`src/rtl/serial_pattern_tx_moore.sv`:
```
// Moore serial pattern transmitter: latches up to WIDTH bits and shifts them out
// MSB-first on w, holding each bit for BIT_CLKS cycles, with repeat and abort.
module serial_pattern_tx_moore #(
    parameter int WIDTH    = 8,
    parameter int LEN_W    = 4,
    parameter int BIT_CLKS = 50000000
) (
    input  logic             Clock,
    input  logic             Resetn,
    input  logic             start,
    input  logic             stop,
    input  logic             repeat_en,
    input  logic [WIDTH-1:0] pattern,
    input  logic [LEN_W-1:0] len,
    output logic             w,
    output logic             busy,
    output logic             bit_strobe,
    output logic             done
);

    localparam int CNT_W = (BIT_CLKS > 1) ? $clog2(BIT_CLKS) : 1;
    localparam int IDX_W = (WIDTH > 1) ? $clog2(WIDTH) : 1;
    localparam logic [CNT_W-1:0] CNT_LAST = CNT_W'(BIT_CLKS - 1);

    typedef enum logic {
        IDLE,
        SHIFT
    } state_t;

    state_t           state_q, state_d;
    logic [CNT_W-1:0] cnt_q, cnt_d;
    logic [IDX_W-1:0] idx_q, idx_d;
    logic [IDX_W-1:0] last_q, last_d;
    logic [WIDTH-1:0] pat_q, pat_d;
    logic             w_q, w_d;
    logic             busy_q, busy_d;
    logic             strobe_q, strobe_d;
    logic             done_q, done_d;
    logic [IDX_W-1:0] start_last;

    // Index of the first transmitted bit, with over-long lengths clamped to WIDTH.
    always_comb begin
        if (len > LEN_W'(WIDTH)) begin
            start_last = IDX_W'(WIDTH - 1);
        end else begin
            start_last = IDX_W'(len - LEN_W'(1));
        end
    end

    always_comb begin
        // NOTE: every *_d gets a default before the case so no path leaves it
        // unassigned; a missing default here would infer a latch.
        state_d  = state_q;
        cnt_d    = cnt_q;
        idx_d    = idx_q;
        last_d   = last_q;
        pat_d    = pat_q;
        w_d      = w_q;
        busy_d   = busy_q;
        strobe_d = 1'b0;
        done_d   = 1'b0;

        case (state_q)
            IDLE: begin
                w_d    = 1'b1;
                busy_d = 1'b0;
                if (start && len != '0) begin
                    state_d  = SHIFT;
                    pat_d    = pattern;
                    last_d   = start_last;
                    idx_d    = start_last;
                    cnt_d    = '0;
                    w_d      = pattern[start_last];
                    busy_d   = 1'b1;
                    strobe_d = 1'b1;
                end
            end
            SHIFT: begin
                if (stop) begin
                    state_d = IDLE;
                    cnt_d   = '0;
                    idx_d   = '0;
                    w_d     = 1'b1;
                    busy_d  = 1'b0;
                end else if (cnt_q == CNT_LAST) begin
                    cnt_d = '0;
                    if (idx_q != '0) begin
                        idx_d    = idx_q - IDX_W'(1);
                        w_d      = pat_q[idx_q - IDX_W'(1)];
                        strobe_d = 1'b1;
                    end else begin
                        done_d = 1'b1;
                        if (repeat_en) begin
                            idx_d    = last_q;
                            w_d      = pat_q[last_q];
                            strobe_d = 1'b1;
                        end else begin
                            state_d = IDLE;
                            w_d     = 1'b1;
                            busy_d  = 1'b0;
                        end
                    end
                end else begin
                    cnt_d = cnt_q + CNT_W'(1);
                end
            end
            default: begin
                state_d = IDLE;
                w_d     = 1'b1;
                busy_d  = 1'b0;
            end
        endcase
    end

    always_ff @(posedge Clock) begin
        if (!Resetn) begin
            state_q  <= IDLE;
            cnt_q    <= '0;
            idx_q    <= '0;
            w_q      <= 1'b1;
            busy_q   <= 1'b0;
            strobe_q <= 1'b0;
            done_q   <= 1'b0;
        end else begin
            state_q  <= state_d;
            cnt_q    <= cnt_d;
            idx_q    <= idx_d;
            w_q      <= w_d;
            busy_q   <= busy_d;
            strobe_q <= strobe_d;
            done_q   <= done_d;
        end
        // NOTE: the latched frame is only read after a start reloads it, so it
        // carries no reset and stays plain data storage.
        pat_q  <= pat_d;
        last_q <= last_d;
    end

    assign w          = w_q;
    assign busy       = busy_q;
    assign bit_strobe = strobe_q;
    assign done       = done_q;

endmodule

```
`config.mk`:
```
export PLATFORM = sky130hd
export DESIGN_NAME = serial_pattern_tx_moore
export DESIGN_NICKNAME = d
export VERILOG_FILES = /design/src/rtl/serial_pattern_tx_moore.sv
export SDC_FILE = /design/constraint.sdc
export NUM_CORES = 1
export LEC_CHECK = 0
export CAP_MARGIN = 40
export CORE_ASPECT_RATIO = 1.25
export CORE_MARGIN = 2
export CORE_UTILIZATION = 42
export DETAILED_ROUTE_END_ITERATION = 10
export GPL_ROUTABILITY_DRIVEN = 0
export MAX_ROUTING_LAYER = met4
export SLEW_MARGIN = 20
export SYNTH_ARGS = -nofsm -noshare
export SYNTH_HDL_FRONTEND = slang
export SYNTH_SLANG_ARGS = --single-unit
```
`constraint.sdc`:
```
create_clock -name Clock -period 2.65 [get_ports Clock]
set_clock_uncertainty 0.2 [all_clocks]
set_input_delay 0.265 -clock Clock [delete_from_list [all_inputs] [get_ports Clock]]
set_output_delay 0.265 -clock Clock [all_outputs]
set_load 0.05 [all_outputs]
```
# Yosys cells after proc, flatten, opt, wreduce, memory -nomap -nowiden
# Index checks and enable logic that the tools add are counted.
[totals] ff_bits=45 input_bits=17 out_inout_bits=4
[classes] n_addsub=3 n_lt_le_gt_ge=4 n_eq_ne=6 muxes=38 bitwise_logic=3 n_reduce_logical=7
[ops] op="two-way mux 26 bit" n=3
[ops] op="one-hot mux 26 bit (2 select lines)" n=1
[ops] op="adder 26 x 1 -> 26 bit (second input constant)" n=1
[ops] op="equality test 26 bit (second input constant)" n=1
[ops] op="two-way mux 1 bit" n=20
[ops] op="two-way mux 3 bit" n=6
[ops] op="less-than comparator 3 x 4 -> 1 bit (second input constant)" n=3
[ops] op="binary-select mux 1 bit (select 3 bit)" n=3
[ops] op="one-hot mux 1 bit (2 select lines)" n=4
[ops] op="!= test 3 bit (second input constant)" n=2
[ops] op="one-hot mux 3 bit (2 select lines)" n=1
[ops] op="AND reduction 3 bit" n=2
[ops] op="subtractor 3 x 1 -> 3 bit (second input constant)" n=2
[ops] op="greater-than comparator 4 bit (second input constant)" n=1
[ops] op="!= test 4 x 3 -> 1 bit (second input constant)" n=1
[ops] op="nonzero test 4 bit" n=1
[ops] op="OR reduction 4 bit" n=1
[ops] op="!= test 3 x 2 -> 1 bit (second input constant)" n=1
[ops] op="NOT 1 bit" n=3
[ops] op="nonzero test 3 bit" n=1
[ops] op="!= test 2 bit (second input constant)" n=1
[ops] op="AND reduction 2 bit" n=1
[ops] op="logical AND 1 bit" n=1

# Longest topological paths before layout
# Gate-level depths: netlist of run 1.
[logic_depth] ltp_word=7 mapped_depth=9 depth_no_buf=7

# Worst setup path before layout of run 1
# Ideal clock, no wire load.
[synth_path] path_kind="input -> register" startpoint="input port len[0]" endpoint="register w_q (netlist: w)" arrival_ns=2.036 required_time_ns=2.321 slack_ns=0.285 stages=7 path_cell_list="inv_1 -> ha_1 -> nor3b_2 -> nor3_1 -> o21ai_0 -> a21oi_1 -> o31ai_1"
[synth_via] elab_chain_cells=6 word_cells_on_any_way=9 classes_between="add/sub: 1; order compare: 1; mux: 5; reduce/logical: 2"
[synth_lines] item="start, declared" line_no="14" rtl="input logic [LEN_W-1:0] len,"
[synth_lines] item="greater-than comparator 4 bit / subtractor 3 x 1 -> 3 bit (equally long branches)" line_no="43, 46"
[synth_lines] item="two-way mux 3 bit" line_no="43" rtl="if (len > LEN_W'(WIDTH)) begin"
[synth_lines] item="binary-select mux 1 bit (select 3 bit)" line_no="73" rtl="w_d = pattern[start_last];"
[synth_lines] item="two-way mux 1 bit (not written as such)" line_no="73"
[synth_lines] item="two-way mux 1 bit (*)" line_no="67" rtl="if (start && len != '0) begin"
[synth_lines] item="one-hot mux 1 bit (2 select lines) (*)" line_no="63" rtl="case (state_q)"
[synth_lines] item="end signal, assigned" line_no="128" rtl="w_q <= w_d;"
[synth_lines] item="end, declared" line_no="35" rtl="logic w_q, w_d;"
# Every way passes the cells marked *; elsewhere a longest branch is shown, timed or not. The select of a mux whose other input is x is not followed.
# A chain may end at the register's enable or synchronous reset.

# Final worst setup path of run 1
# Same ends and word-level chain as after synthesis.

==> summary.md, run 1 <==
| Metric | Value |
|---|---|
| Hold path depth | 2 |
| Clk_lat worst skew | 290 ps |
| Hold-fix buffers, CTS | 0 |
| Reg2reg setup slack | 490 ps |
| # DRC | 0 |
| CTS tree | built |
| CTS resizes | 0 |
| Total wire length | 5.12 mm |
| FF+latch count, synth | 45 |
| Longest Clk Path Bufs | 2 |
| Area delta synth->final | 15.1% |
| Post-DP HPWL | 3.83 mm |
| Global Route Usage Sum | between 10% and 20% |
| CP Max Fanout | 5 |
| Asr flop ratio synth | 0% |
| Mapped Avg Cell Area | 9.87 µm² |
| Leakage power | 0.911 nW |
| Routed WL per cell | 15.2 µm |
| Row cnt | 30 |
| TritonCTS Buffers | 5 |
| Fmax | 463 MHz |
| Total grt overflow | 0 |
| Critical hold path startpoint | cnt_q[1] |
| CP required | 2650 ps |
| Post-synth top area share | between 20% and 30% |
| # clock sinks | 45 |
| WS Path Type | in2reg |
| Synth Warn # | 0 |
| EDFF count, synth | 11 |
| Hold Vio Cnt, Final | 0 |
| Hold Path Class | reg2reg |
| First-pass GRT wire length | 8.72 mm |
| Largest net degree at the start of global routing | 26 |
| Crit Reg-Reg Endpoint | idx_q[2] |
| Post-CTS Setup Inserts | 0 |
| Max-slew violations | 0 |
| Register area share after synthesis | 41.6% |
| Top cells by count, synth | dfxtp_1 (34), nor2_1 (33), xnor2_1 (22) |
| Vias in the first global route | ~1.8k |
| Final period utilization | 81.5% |
| Die height | 89.0 µm |
| Ant diodes | 0 |
| Number of antenna-violating nets in the routed design | 0 |
| Critical R2R Launch | idx_q[0] |
| Setup violations, final | 0 |
| Nets | ~290 |
| Core ar. | 0.00552 mm² |
| Syn nets | 267 |
| Min Tclk post-route | 2160 ps |
| Layout cells sized above 1 | between 10% and 20% |
| Ys flop type | dfxtp_1 |
| Initial DRC Count | 92 |
| Worst Hold End | cnt_q[1] |
| Count leader, synth | dfxtp_1 |
| Worst vdd ir | 0.238 mV |
| Cell taking the most area after synthesis | dfxtp_1 |
| IO buf count | 20 |
| Critical Path AT | 2160 ps |
| H-tree lvl count | 2 |
| Die area | 0.00641 mm² |
| Crit start category | input pin |
| Starting Density | 44.0% |
| Status | completed |
| # placed instances | 328 |
| Detailed-route vias per instance | 5.59 |
| Slew HR | 63.8% |
| Top post-synthesis cells by area | dfxtp_1 (28%), edfxtp_1 (14%), xnor2_1 (7.9%) |
| Final Non-Filler Cells | 336 |
| Fin Setup TNS | 0 ps |
| Ports | 21 |
| Cell count of the worst reg-to-reg path | 7 |
| Clock slew at reported path FFs | 90 ps |
| Post-synthesis cell count | 246 |
| Initial antenna violation count | 0 |
| Distinct cells, synth | 50 |
| Die X | 72.0 µm |
| Clock root cell | clkbuf_8 |
| Mapped Area | between 0.002 and 0.0025 mm² |
| Max-cap violations | 0 |
| Crit path capture type | register |
| Vias post-DR | ~1.9k |
| RSZ-0062 raised after global routing | false |
| Slew @ Worst Pin | ~540 ps |
| TritonRoute pass-1 iters | 4 |
| Cell Pwr Density | 495 mW/mm² |
==> layer usage <==
layer / part of all wire, % / global-route usage, % / wire (µm)
met2: 54 / 33.6 / 2770
met3: 2.2 / 3.27 / 112
met5: 0 / - / 0
met4: 0.80 / 5.15 / 41
met1: 43 / 19.6 / 2200
==> cell type report <==
type                       instances  area (µm²)
clock buffer                       5        68.8
clock inverter                     3        17.5
fill                             523        2720
inverter                          13        48.8
multi-input combinational        179        1310
sequential                        45        1010
tap                               64        80.1
timing repair buffer              27         265
==> registers in the layout, indices dropped and copies added, names as in the netlist <==
| register | flops |
|---|---|
| last_q | 3 |
| w | 1 |
| cnt_q | 26 |
| idx_q | 3 |
| state_q | 1 |
| bit_strobe | 1 |
| busy | 1 |
| pat_q | 8 |
| done | 1 |
==> kinds of logic after synthesis <==
kind of cell,Yosys count,synth area share [%]
compound gates,33,9.22
xor+xnor,25,9.02
fa+ha+maj,4,2.06
buf+inv,22,4.64
flops,45,41.6
mux,8,5.41
simple gates,109,28.0
==> layout by cell type, fill, tap and decap left out, types with 4 or more instances in the layout <==
master / n
inv_1: 13
nand2_1: 12
clkbuf_8: 5
a221oi_1: 6
mux4_2: 4
edfxtp_1: 11
o21a_1: 4
xnor2_1: 22
nor4_2: 4
nor4_1: 7
buf_4: 6
a21oi_1: 9
nor2_1: 33
o21ai_0: 4
or3_1: 4
nand3_1: 7
ha_1: 4
nand4_1: 6
dfxtp_1: 34
nor3_1: 7
clkdlybuf4s50_1: 20
==> worst max path at each step <==
stage              from  endpoint  slack [ps]  depth (start not counted)
6_report         len[0]         w         490                          8
5_1_grt        idx_q[0]  idx_q[0]         310                          7
4_1_cts        idx_q[0]  idx_q[2]         470                          7
3_5_place_dp     len[0]         w         190                          8
3_3_place_gp     len[0]         w         220                          8
2_1_floorplan    len[0]         w         280                          7
==> power breakdown <==
part / switching, mW / total [mW] / leakage, nW / internal [mW]
Clock: 0.231 / 0.414 / 0.0455 / 0.183
Sequential: 0.0169 / 0.745 / 0.379 / 0.728
Combinational: 0.121 / 0.227 / 0.486 / 0.106
==> per-stage QoR <==
stage / hold WS (ps) / instance area, µm² / util [%] / power, mW / setup slack [ps]
6_report: 281 / 2800 / 50.7 / 1.39 / 490
5_1_grt: 311 / 2800 / 50.7 / 1.45 / 314
4_1_cts: 279 / 2800 / 50.7 / 1.41 / 472
3_5_place_dp: 266 / 2710 / 49.1 / 0.989 / 187
3_3_place_gp: 260 / 2710 / 49.1 / 0.989 / 218
2_1_floorplan: 164 / 2430 / - / 0.908 / 285
==> worst max-delay path, stage by stage <==
cell and delay (ps):
clkdlybuf4s50_1 470, inv_1 50, ha_1 210, nor2b_1 180, or4_1 490, o21ai_0 200, a21oi_1 80, o31ai_1 220
(Power assumes the default switching activity.)
==> inputs of run 2 (changes only) <==
- clock period: 2.65 -> 2.18 ns (I/O delays scaled with it)
==> run 2 against run 1 <==
Against the previous run: die area did not move; count of clock-buffer cells in the layout is 1 higher; first-iteration DRC count is 20% lower; via count shrank 1.6%; sequential power grew 21%; global-route usage up 0.49 points; flip-flop and latch count unchanged; wire length rose by 0.80%; hold slack lost 1.9 ps; clock power rose by 31%; sequential share of layout area decreased by 1.7 points; power grew 26%; critical endpoint is now cnt_q[9].
==> summary.md, run 2 (synthesized netlist as in run 1, its figures left out) <==
| Metric | Value |
|---|---|
| Max-cap violations | 0 |
| Total wire length | about 5.2 mm |
| Cell Pwr Density | 596 mW/mm² |
| Max FFs per register | 26 |
| Row cnt | 30 |
| Largest net degree at the start of global routing | 26 |
| Die area | 0.00641 mm² |
| Worst vdd ir | 0.276 mV |
| Hold Path Class | reg2reg |
| Crit path capture type | register |
| TritonRoute pass-1 iters | 4 |
| Largest Register | cnt_q |
| IO buf count | 20 |
| Fmax | 487 MHz |
| Setup violations, final | 0 |
| Biggest registers after layout | cnt_q (26), pat_q (8) |
| Dpl cell area | 0.00283 mm² |
| Vias post-DR | around 1.8k |
| Most frequent cells in the layout | dfxtp_1 (34), nor2_1 (32), xnor2_1 (22) |
| Hold-fix buffers, CTS | 0 |
| Critical Path AT | 2040 ps |
| Crit start category | input pin |
| Final core utilization | a little over half |
| Max-slew violations | 0 |
| Routed WL per cell | 14.8 µm |
| Longest Clk Path Bufs | 2 |
| Clock root cell | clkbuf_8 |
| Final non-filler cell area | 0.00293 mm² |
| Area delta synth->final | 20.7% |
| Min Tclk post-route | 2050 ps |
| # clock sinks | 45 |
| Final period utilization | 94.2% |
| Global Route Usage Sum | 18.5% |
| Slew @ Worst Pin | 502 ps |
| Status | completed |
| Number of antenna-violating nets in the routed design | 0 |
| WS Path Type | in2reg |
| Initial DRC Count | 74 |
| TritonCTS Buffers | 5 |
| Most common cell after layout, fill and taps aside | dfxtp_1 |
| H-tree lvl count | 2 |
| Leakage power | 0.988 nW |
| Die X | 72.0 µm |
| Starting Density | between 40% and 50% |
| Initial antenna violation count | 0 |
| CP required | 2170 ps |
| Post-DP HPWL | 4.03 mm |
| Hold Vio Cnt, Final | 0 |
| Clock slew at reported path FFs | 80 ps |
| Clk_lat worst skew | 300 ps |
| First-pass GRT wire length | 8.86 mm |
| CTS tree | built |
| Core ar. | 0.00552 mm² |
| Worst hold slack | ~280 ps |
| Die height | 89.0 µm |
| Vias in the first global route | 1,918 |
| Ports | 21 |
| Layout cells sized above 1 | 18.2% |
| Detailed-route vias per instance | between 5 and 6 |
| # DRC | 0 |
| CP Max Fanout | 8 |
| Nets | 305 |
| Ant diodes | 0 |
| Slew HR | 66.4% |
| Total grt overflow | 0 |
| RSZ-0062 raised after global routing | false |
==> run 2: worst max-delay path, stage by stage <==
cell,delay (ps)
clkdlybuf4s50_1,480
inv_1,50
ha_1,210
nor3b_2,170
o21a_1,210
buf_4,180
nor4_1,320
xnor2_1,160
nor2_1,60
==> run 2: final timing paths <==
path	startpoint	to	slack, ps	cells after the start
worst min register to register	cnt_q[1]	cnt_q[1]	280	2
worst max register to register	cnt_q[16]	idx_q[2]	190	5
worst max-delay path	len[0]	cnt_q[9]	130	9
worst min-delay path	cnt_q[1]	cnt_q[1]	280	2
==> run 2: area by class of cell <==
| type | count | area (µm²) |
|---|---|---|
| tap | 64 | 80.1 |
| fill | 517 | 2590 |
| inverter | 13 | 48.8 |
| sequential | 45 | 1010 |
| multi-input combinational | 179 | 1320 |
| clock buffer | 6 | 82.6 |
| clock inverter | 2 | 13.8 |
| timing repair buffer | 40 | 375 |
==> run 2: timing repair <==
action | in CTS | in global routing
gates resized for setup | 0 | 4
buffers inserted | 0 | 0
endpoints found under the setup margin | 0 | 4
==> run 2: per-stage QoR <==
stage,TNS [ps],setup slack [ps],std cells,power [mW]
global route,0,15.6,349,1.83
CTS,0,105,349,1.76
floorplan,0,292,246,1.10
global placement,-3030,-156,341,1.23
detailed placement,-3750,-215,341,1.23
finish,0,127,349,1.75
==> run 2: where the power goes <==
group / total [mW] / leakage [nW] / switching [mW] / internal (mW)
logic: 0.299 / 0.557 / 0.150 / 0.149
clock network: 0.542 / 0.0512 / 0.285 / 0.257
registers: 0.904 / 0.379 / 0.0189 / 0.885
total: 1.75 / 0.988 / 0.455 / 1.29
==> run 2: routing by layer <==
layer	GRT usage [%]	routed length (µm)	vias up
met4	6.69	80	0
met3	3.83	146	5
met5	-	0	-
met1	18.4	2110	853
li1	-	-	975
met2	35.5	2820	15
==> patch, RTL diff (settings of run 1) <==
`LEN_W`: 4 -> 2.
--- a/src/rtl/serial_pattern_tx_moore.sv
+++ b/src/rtl/serial_pattern_tx_moore.sv
@@ -2,7 +2,7 @@
 // MSB-first on w, holding each bit for BIT_CLKS cycles, with repeat and abort.
 module serial_pattern_tx_moore #(
     parameter int WIDTH    = 8,
-    parameter int LEN_W    = 4,
+    parameter int LEN_W    = 2,
     parameter int BIT_CLKS = 50000000
 ) (
     input  logic             Clock,
Interface: changed (resized len); port bits go from 21 to 19. No check against the original RTL was run, so the function may have changed too.
==> patch against run 1 <==
Sequential cell count stayed put; power is 3.6% lower; count of clock-buffer cells in the layout is 1 higher; synthesized area is 5.9% lower; wire length is 4.6% lower; non-clock buffer count is 1 lower; final area is 4.2% lower; worst setup slack worse by 0.25 ns; global-route usage is 0.10 points lower; critical path type is now flop to flop.
==> patch: results (changes against run 1) <==
| Metric | Value |
|---|---|
| Via/cell ratio | 5.56 (was 5.59) |
| I/O Buffers | 18 (was 20) |
| Resize count post-CTS | 0 (unchanged) |
| Worst Hold Class | flop to flop (unchanged) |
| Critical path arrival | 2.40 ns (was 2.16 ns) |
| Static Leak | 0.874 nW (was 0.911 nW) |
| Initial DRC Count | 85 (was 92) |
| Post-CTS Setup Bufs | 0 (unchanged) |
| Vias in the first global route | 1795 (was 1849) |
| Crit-path max FO | 6 (was 5) |
| Remaining global-route overflow | 0 (unchanged) |
| CP peak stage delay | 0.55 ns (was 0.49 ns) |
| Average routed wire per standard cell | 14.7 um (was 15.2 um) |
| Yosys Warn Count | 0 (unchanged) |
| Clk Latency, worst-skew pair | 0.30 ns |
| Clock Pin Slew Worst Setup and Hold Paths | around 0.08 ns |
| Predominant post-synthesis flop cell | dfxtp_1 (unchanged) |
| Unique masters post-synth | 51 (was 50) |
| Largest regs | cnt_q (26), pat_q (8) (unchanged) |
| Fin nets | 284 (was 292) |
| VDD IR max | 0.000315 V (was 0.000238 V) |
| Root buf cell | clkbuf_8 (unchanged) |
| Largest net degree at the start of global routing | 19 (was 26) |
| Asr flop ratio synth | 0 (unchanged) |
| Most frequent cells after synthesis | dfxtp_1 (34), nor2_1 (31), nand2_1 (24) (was dfxtp_1 (34), nor2_1 (33), xnor2_1 (22)) |
| Worst Hold Depth | 1 (was 2) |
| First-pass GRT wire length | 8250 um (was 8720 um) |
| Main area contributors after synthesis | dfxtp_1 (30%), edfxtp_1 (14%), mux4_2 (5.9%), nor2_1 (5.1%), xnor2_1 (4.6%) (was dfxtp_1 (28%), edfxtp_1 (14%), xnor2_1 (7.9%), nor2_1 (5.1%), mux4_2 (3.7%)) |
| Initial antenna violation count | 0 (unchanged) |
| CTS Buf Count | 5 (unchanged) |
| Fraction of layout cells with a size suffix above 1 | 0.116 (was 0.129) |
| Slew HR | 0.527 (was 0.638) |
| Final hold violation count | 0 (unchanged) |
| Cell Pwr Density | 499 nW/um2 (was 495 nW/um2) |
| # diodes | 0 (unchanged) |
| CP max stage cell | mux4_2 (was or4_1) |
| Worst R2R Path Depth | 7 (unchanged) |
| Post-synthesis sequential area ratio | 0.442 (was 0.416) |
| Total GRT Usage | 0.180 (was 0.181) |
| Clock buffer depth | 2 (unchanged) |
| Hpwl dp | 3630 um (was 3830 um) |
| Post-synth EDFFs | 11 (unchanged) |
| Status | complete, no violations (unchanged) |
| 1st-pass router iterations | 4 (unchanged) |
## patch: cell count changes after synthesis, moves of 4 or more
cell	before	now
a221oi_1	6	2
inv_1	13	4
nand2_1	12	24
nor4_1	7	3
xnor2_1	22	12
## patch: cell type report
cell class / count / area [um2]
Fill cell: 534 / 2650
Multi-Input combinational cell: 184 / 1250
Sequential cell: 45 / 1010
Timing Repair Buffer: 26 / 240
Tap cell: 64 / 80.1
Clock buffer: 6 / 72.6
Inverter: 4 / 15.0
Clock inverter: 2 / 10.0
## patch: layer usage
metal / global-route usage / part of all wire
met5: - / 0
met4: 0.107 / 0.036
met3: 0.0279 / 0.030
met2: 0.307 / 0.50
met1: 0.197 / 0.43
## patch: power by group
part           leakage (nW)  switching [mW]  internal (mW)  total (mW)
logic                 0.449          0.0923         0.0896       0.182
clock network        0.0450           0.229          0.183       0.412
registers             0.380          0.0183          0.724       0.742
total                 0.874           0.339          0.996        1.34
## patch: path summary, 6_finish.rpt
kind	startpoint	to	slack, ns
setup / recovery	idx_q[0]	w	0.24
hold / removal	cnt_q[23]	cnt_q[23]	0.30
setup reg to reg	idx_q[0]	w	0.24
hold reg to reg	cnt_q[23]	cnt_q[23]	0.30
## patch: logic make-up (layout without fill, tap and decap cells)
| family | after synthesis | count (layout) | synth area share |
|---|---|---|---|
| fa+ha+maj | 3 | 3 | 0.0164 |
| mux | 13 | 13 | 0.0926 |
| simple gates | 114 | 114 | 0.260 |
| buf+inv | 8 | 38 | 0.0137 |
| flops | 45 | 45 | 0.442 |
| other cells | 1 | 3 | 0.00164 |
| xor+xnor | 18 | 18 | 0.0690 |
| compound gates | 33 | 33 | 0.104 |
## patch: critical path, delay by kind of cell (launching register included)
kind / cells / cell delay [ns]
mux: 1 / 0.55
compound gates: 2 / 0.42
flops: 1 / 0.37
simple gates: 2 / 0.32
fa+ha+maj: 1 / 0.31
buf+inv: 1 / 0.14
## patch: metrics by stage
stage	power, mW	area, um2	setup WS, ns	std cells
floorplan	0.872	2290	0.361	237
global placement	0.938	2600	0.255	323
detailed placement	0.940	2600	0.238	323
CTS	1.36	2680	0.222	331
global route	1.40	2680	0.0594	331
finish	1.34	2680	0.237	331
